### config.mk
export PLATFORM = sky130hd
export DESIGN_NAME = cu_cache_request_generator
export DESIGN_NICKNAME = d
export VERILOG_FILES = /design/src/rtl/cu_cache_request_generator_pkg.sv /design/src/rtl/cu_cache_request_generator.sv
export SDC_FILE = /design/constraint.sdc
export NUM_CORES = 1
export LEC_CHECK = 0
export CAP_MARGIN = 10
export CORE_MARGIN = 2
export CORE_UTILIZATION = 52
export CTS_CLUSTER_SIZE = 10
export DETAILED_ROUTE_END_ITERATION = 12
export HOLD_SLACK_MARGIN = 0.1
export PLACE_DENSITY = 0.81
export SLEW_MARGIN = 20
export SYNTH_ARGS = -nofsm -noshare
export SYNTH_HDL_FRONTEND = slang
export SYNTH_SLANG_ARGS = --single-unit
### constraint.sdc
create_clock -name ap_clk -period 5.6 [get_ports ap_clk]
set_input_delay 1.12 -clock ap_clk [delete_from_list [all_inputs] [get_ports ap_clk]]
set_output_delay 1.12 -clock ap_clk [all_outputs]
set_load 0.01 [all_outputs]
### src/rtl/cu_cache_request_generator_pkg.sv
// Shared cache front-end types plus the request generator's state and descriptor typedefs.
// Request, payload and FIFO-state layouts mirror the cache wrapper's request port.
package PKG_CACHE;

  localparam int CACHE_FRONTEND_ADDR_W = 32;
  localparam int CACHE_FRONTEND_DATA_W = 32;
  localparam int CACHE_META_W          = 16;
  localparam int CACHE_GEN_COUNT_W     = 32;

  typedef struct packed {
    logic                                 valid;
    logic [CACHE_FRONTEND_ADDR_W-1:0]     addr;
    logic [CACHE_FRONTEND_DATA_W-1:0]     wdata;
    logic [CACHE_FRONTEND_DATA_W/8-1:0]   wstrb;
  } CacheRequestIOB;

  typedef struct packed {
    CacheRequestIOB                       iob;
    logic [CACHE_META_W-1:0]              meta;
    logic [CACHE_FRONTEND_DATA_W-1:0]     data;
  } CacheRequestPayload;

  typedef struct packed {
    logic               valid;
    CacheRequestPayload payload;
  } CacheRequest;

  typedef struct packed {
    logic full;
    logic empty;
    logic prog_full;
    logic rd_rst_busy;
    logic wr_rst_busy;
  } FIFOStateSignalsOutput;

  typedef enum logic [2:0] {
    IDLE,
    SETUP,
    ISSUE,
    DRAIN,
    DONE
  } CacheGeneratorState;

  typedef struct packed {
    logic [CACHE_FRONTEND_ADDR_W-1:0]     base;
    logic [CACHE_GEN_COUNT_W-1:0]         count;
    logic [CACHE_FRONTEND_ADDR_W-1:0]     stride;
    logic                                 op;
    logic [CACHE_FRONTEND_DATA_W-1:0]     wdata;
    logic [CACHE_FRONTEND_DATA_W/8-1:0]   wstrb;
    logic [CACHE_META_W-1:0]              meta;
  } CacheGeneratorDescriptor;

endpackage

### src/rtl/cu_cache_request_generator.sv
// Descriptor-driven request generator feeding the compute-unit cache request port.
// Issues one strided request per cycle under FIFO and outstanding-budget throttling.
module cu_cache_request_generator
  import PKG_CACHE::*;
#(
  parameter int MAX_OUTSTANDING = 16,
  parameter int COUNT_W         = CACHE_GEN_COUNT_W,
  parameter int ADDR_W          = CACHE_FRONTEND_ADDR_W,
  parameter int DATA_W          = CACHE_FRONTEND_DATA_W
) (
  input  logic                  ap_clk,
  input  logic                  areset,
  input  logic                  start_in,
  input  logic [ADDR_W-1:0]     base_addr_in,
  input  logic [COUNT_W-1:0]    count_in,
  input  logic [ADDR_W-1:0]     stride_in,
  input  logic                  op_write_in,
  input  logic [DATA_W-1:0]     wdata_in,
  input  logic [DATA_W/8-1:0]   wstrb_in,
  input  logic [CACHE_META_W-1:0] meta_in,
  input  logic                  fifo_setup_signal_in,
  input  FIFOStateSignalsOutput fifo_request_signals_in,
  input  logic                  response_valid_in,
  output CacheRequest           request_out,
  output logic                  busy_out,
  output logic                  done_out,
  output logic                  error_out,
  output logic [COUNT_W-1:0]    issued_count_out,
  output logic [COUNT_W-1:0]    completed_count_out
);

  localparam int OUT_W = $clog2(MAX_OUTSTANDING) + 1;
  localparam logic [OUT_W-1:0] MAX_OUT_Q = OUT_W'(MAX_OUTSTANDING);

  CacheGeneratorState      state_q, state_d;
  CacheGeneratorDescriptor desc_q, desc_d;
  CacheRequest             request_q, request_d;
  logic [ADDR_W-1:0]       addr_q, addr_d;
  logic [COUNT_W-1:0]      issued_q, issued_d;
  logic [COUNT_W-1:0]      completed_q, completed_d;
  logic [OUT_W-1:0]        outstanding_q, outstanding_d;
  logic                    error_q, error_d;

  logic                    issue;
  logic                    resp_ok;
  logic [COUNT_W-1:0]      remaining;
  logic                    fifo_unused;

  assign remaining   = desc_q.count - issued_q;
  assign resp_ok     = response_valid_in && (outstanding_q != '0);
  assign fifo_unused = ^{fifo_request_signals_in.full, fifo_request_signals_in.empty,
                         fifo_request_signals_in.rd_rst_busy, fifo_request_signals_in.wr_rst_busy};

  always_comb begin
    state_d       = state_q;
    desc_d        = desc_q;
    addr_d        = addr_q;
    issued_d      = issued_q;
    completed_d   = completed_q;
    outstanding_d = outstanding_q;
    error_d       = error_q;
    request_d     = '0;
    issue         = 1'b0;

    case (state_q)
      IDLE: begin
        if (start_in) begin
          desc_d.base   = base_addr_in;
          desc_d.count  = count_in;
          desc_d.stride = stride_in;
          desc_d.op     = op_write_in;
          desc_d.wdata  = wdata_in;
          desc_d.wstrb  = wstrb_in;
          desc_d.meta   = meta_in;
          issued_d      = '0;
          completed_d   = '0;
          outstanding_d = '0;
          error_d       = 1'b0;
          state_d       = SETUP;
        end
      end
      SETUP: begin
        addr_d = desc_q.base;
        if (desc_q.count == '0) begin
          state_d = DONE;
        end else if (!fifo_setup_signal_in) begin
          state_d = ISSUE;
        end
      end
      ISSUE: begin
        issue = (remaining != '0) && (outstanding_q < MAX_OUT_Q) &&
                !fifo_request_signals_in.prog_full && !fifo_setup_signal_in;
        if (issue && (remaining == COUNT_W'(1))) begin
          state_d = DRAIN;
        end
      end
      DRAIN: begin
        if ((outstanding_q == '0) && (completed_q == desc_q.count)) begin
          state_d = DONE;
        end
      end
      DONE:    state_d = IDLE;
      default: state_d = IDLE;
    endcase

    if (issue) begin
      request_d.valid               = 1'b1;
      request_d.payload.iob.valid   = 1'b1;
      request_d.payload.iob.addr    = addr_q;
      request_d.payload.iob.wdata   = desc_q.op ? desc_q.wdata : '0;
      request_d.payload.iob.wstrb   = desc_q.op ? desc_q.wstrb : '0;
      request_d.payload.meta        = desc_q.meta;
      addr_d                        = addr_q + desc_q.stride;
      issued_d                      = issued_q + COUNT_W'(1);
    end

    // Issue and response in the same cycle cancel out on the budget.
    case ({issue, resp_ok})
      2'b10:   outstanding_d = outstanding_q + OUT_W'(1);
      2'b01:   outstanding_d = outstanding_q - OUT_W'(1);
      default: outstanding_d = outstanding_d;
    endcase

    if (resp_ok) begin
      completed_d = completed_q + COUNT_W'(1);
    end
    if (response_valid_in && (outstanding_q == '0)) begin
      error_d = 1'b1;
    end
  end

  always_ff @(posedge ap_clk) begin
    if (areset) begin
      state_q       <= IDLE;
      desc_q        <= '0;
      request_q     <= '0;
      addr_q        <= '0;
      issued_q      <= '0;
      completed_q   <= '0;
      outstanding_q <= '0;
      error_q       <= 1'b0;
    end else begin
      state_q       <= state_d;
      desc_q        <= desc_d;
      request_q     <= request_d;
      addr_q        <= addr_d;
      issued_q      <= issued_d;
      completed_q   <= completed_d;
      outstanding_q <= outstanding_d;
      error_q       <= error_d;
    end
  end

  assign request_out         = request_q;
  assign busy_out            = (state_q == SETUP) || (state_q == ISSUE) || (state_q == DRAIN);
  assign done_out            = (state_q == DONE);
  assign error_out           = error_q;
  assign issued_count_out    = issued_q;
  assign completed_count_out = completed_q;

endmodule
==> impl_metrics.toml, run 1 <==
[cells_and_area]
synthToLayoutAreaGrowth_pct = 25.66
final_cell_mix = "nand2_1, dfxtp_1, clkdlybuf4s50_1"
finalNonFillerCells = 2827
num-fill-cells = 2738
final_util_pct = 66.03
layout_commonest_cell = "nand2_1"
nets = 2603
layout-drive-gt1-share_pct = 4.824

[clocking]
numCtsBuffers = 41
cts.sinks = 339
root_buffer = "clkbuf_16"
clock_latency_ns = 0.55
htree_levels = 2
clk_pin_slew_ns = 0.05
clockBufferDepth = 3
cts_tree = "yes"
postCtsSetupBuffers = 0

[global_routing]
groute.usage.overall_pct = 30.45
grt_max_degree = 121
grt_overflow = 0
grt_first_pass_wirelength_microns = 82920
antenna_found_initial = 2
grt_pass1_vias = 15570

[sta]
post-route-period-util_pct = 91.71
rsz0062_at_grt = "no"
fin_setup_tns_ns = 0
worst_slack_ns = 0.4640
holdWs_ns = 0.4494
fin_crit_ns = 5.136
finalSetupViolCount = 0
fin_skew_ns = 0.02259
tightest_slew_ns = 1.124
finalHoldViolCount = 0
maxSlewHeadroom_pct = 24.96
fmax_mhz = 194.7
final_max_slew_viol_count = 0

[worst_setup_path]
cp_slowest_cell = "o21ai_0"
worst_ep_arrival_time_ns = 5.59
path_cells = "ha_1 -> fa_1 -> nor2b_1 -> o211a_1 -> o21ai_1 -> o21ai_0 -> nor2_1 -> xnor2_1 -> nor4_1 -> nand4b_1 -> nand4b_2 -> nand2_2 -> ha_1 -> xor2_1 -> ha_1 -> a21o_1 -> a21o_1 -> a22o_1 -> a221oi_1 -> nand2_1 -> nand2_1 -> nand2_1 -> a21oi_1"
crit_required_ns = 6.06
cp-start-kind = "flip-flop"
ff2ff_setup_slack_ns = 0.46
r2r-start = "issued_count_out[0]"
slowest_delay_ns = 0.45
setup.worst_path.end_class = "flip-flop"
reg2regPathDepth = 23
r2r-end = "outstanding_q[4]"
crit_family = "compound AO/OA/AOI/OAI gates"
cp_max_fo = 6
criticalPathCategory = "reg2reg"
path_buf_inv = 0

[synthesis]
yosysSeqAreaShare_pct = 39.90
yosys_warnings = 0
synth_edf_count = 0
synth.distinct_cells = 82
synthCells = 2131
synthesis.area_sq_um = 17010
ys.flop_type = "dfxtp_1"
avgSynthCellArea_sq_um = 7.982
synth-seq-cells = 339
ys_async_sr_fraction_pct = 0

[hold_path]
hp-start = "desc_q[9]"
hold_path_depth = 2
holdCritPathClass = "reg2reg"
holdPathEnd = "desc_q[9]"

[route]
drtIter0Drc = 1469
antenna_left = 0
drt-total-wl_microns = 54070
routed-via-count = 16550
post_drt_via_cell_ratio = 5.856
wl_per_cell_microns = 19.13
first_pass_iters = 6
drcViolationCount = 0

[floorplanning]
row_count = 66
die_h_microns = 184.9
core_sq_um = 32370
die_w_microns = 184.9
start_util_pct = 52.55
dieArea_sq_um = 34180
boundaryPins = 344

[placed_design]
place_inst = 2773
post-dp-hpwl_microns = 37540
dp_slack_ns = 0.4480
port_buffers = 307
gp_congestion = 0.9544

[power]
power_density_nw_per_um2 = 371.4
max-vdd-ir-drop_mv = 0.3439
p_leak_uw = 0.008371

[outcome]
status = "finished, final reports clean"

[run]
cap_violations = 0
==> timing repair <==
item	in CTS	in global routing
hold buffers	0	0
resized for setup	0	3
endpoints found under the hold margin	0	0
setup endpoints to repair	0	1
==> area by class of cell <==
| cell class | count | area [sq um] | area share [%] |
|---|---|---|---|
| antenna | 1 | 2.502 | 0.01171 |
| inverter | 57 | 214.0 | 1.001 |
| tap | 442 | 553.0 | 2.587 |
| clock buffer | 48 | 1102 | 5.157 |
| sequential | 339 | 6787 | 31.75 |
| clock inverter | 5 | 76.32 | 0.3571 |
| multi-input combinational | 1609 | 9412 | 44.03 |
| timing repair buffer | 326 | 3229 | 15.11 |
==> metrics by stage <==
step	area, sq um	total power (uW)
5_1_grt	21380	8350
3_3_place_gp	20180	5453
2_1_floorplan	17130	4781
4_1_cts	21360	7898
3_5_place_dp	20180	5509
6_report	21380	7939
==> worst register-to-register path: cells and delay by family, from the launching register on <==
kind,cells,cell delay (ns)
DFF,1,0.42
AOI/OAI and AO/OA,8,1.86
adders and majority gates,4,1.03
and+or+nand+nor,9,1.53
xor gates and xnor gates,2,0.22
==> logic make-up after synthesis <==
logic type      share of synthesized area, %
buf+inv                                5.686
simple gates                           24.70
mux                                   0.9342
flops                                  39.90
compound gates                         19.46
other cells                          0.02205
xor+xnor                               4.068
fa+ha+maj                              5.237
==> cells in the mapped netlist, drive strengths merged, types with 16 or more instances <==
cell	count	area, sq um
xor2	20	175.2
nand2b	16	100.1
nand2	436	1639
nand4	31	193.9
a21o	34	255.2
nor2	91	349.1
a311oi	21	190.2
ha	68	850.8
clkbuf	109	409.1
inv	56	210.2
nand3	62	310.3
o21ai	54	274.0
buf	48	344.1
nor4	24	150.1
and2	57	359.1
xnor2	59	516.8
nor3	56	280.3
dfxtp	339	6787
o211ai	21	157.7
and3	64	400.4
a21oi	251	1264
a211oi	26	200.2
==> layer usage <==
metal / global-route usage [%] / up-vias / wire length [microns]
met1: 38.83 / 7802 / 22140
met2: 51.42 / 718 / 25770
met5: 0 / - / 16
li1: - / 7881 / -
met3: 5.053 / 151 / 4028
met4: 12.00 / 2 / 2112
==> flip-flops by register name, summed over array words and instances (netlist names) <==
name,count
request_out,85
addr_q,32
outstanding_q,5
desc_q,149
state_q,3
error_out,1
issued_count_out,32
completed_count_out,32
==> report_power, final <==
group | switching [uW] | internal (uW)
Sequential | 243 | 2670
Clock | 1010 | 1380
Combinational | 1640 | 1000
==> worst max path at each step <==
stage          slack [ns]                  from  cells past startpoint                to
6_report             0.46   issued_count_out[0]                     23  outstanding_q[4]
2_1_floorplan        0.45  issued_count_out[23]                     26  outstanding_q[4]
4_1_cts              0.37   issued_count_out[7]                     22  outstanding_q[4]
3_3_place_gp         0.52   issued_count_out[0]                     23  outstanding_q[4]
5_1_grt              0.04   issued_count_out[7]                     23  outstanding_q[4]
3_5_place_dp         0.45   issued_count_out[7]                     22  outstanding_q[4]
(Power assumes the default switching activity.)
==> run 2: changes to the inputs <==
- SKIP_LAST_GASP: not set -> 1
==> results of run 2 <==
No change in the layout: final DEF, timing and power equal those of run 1.
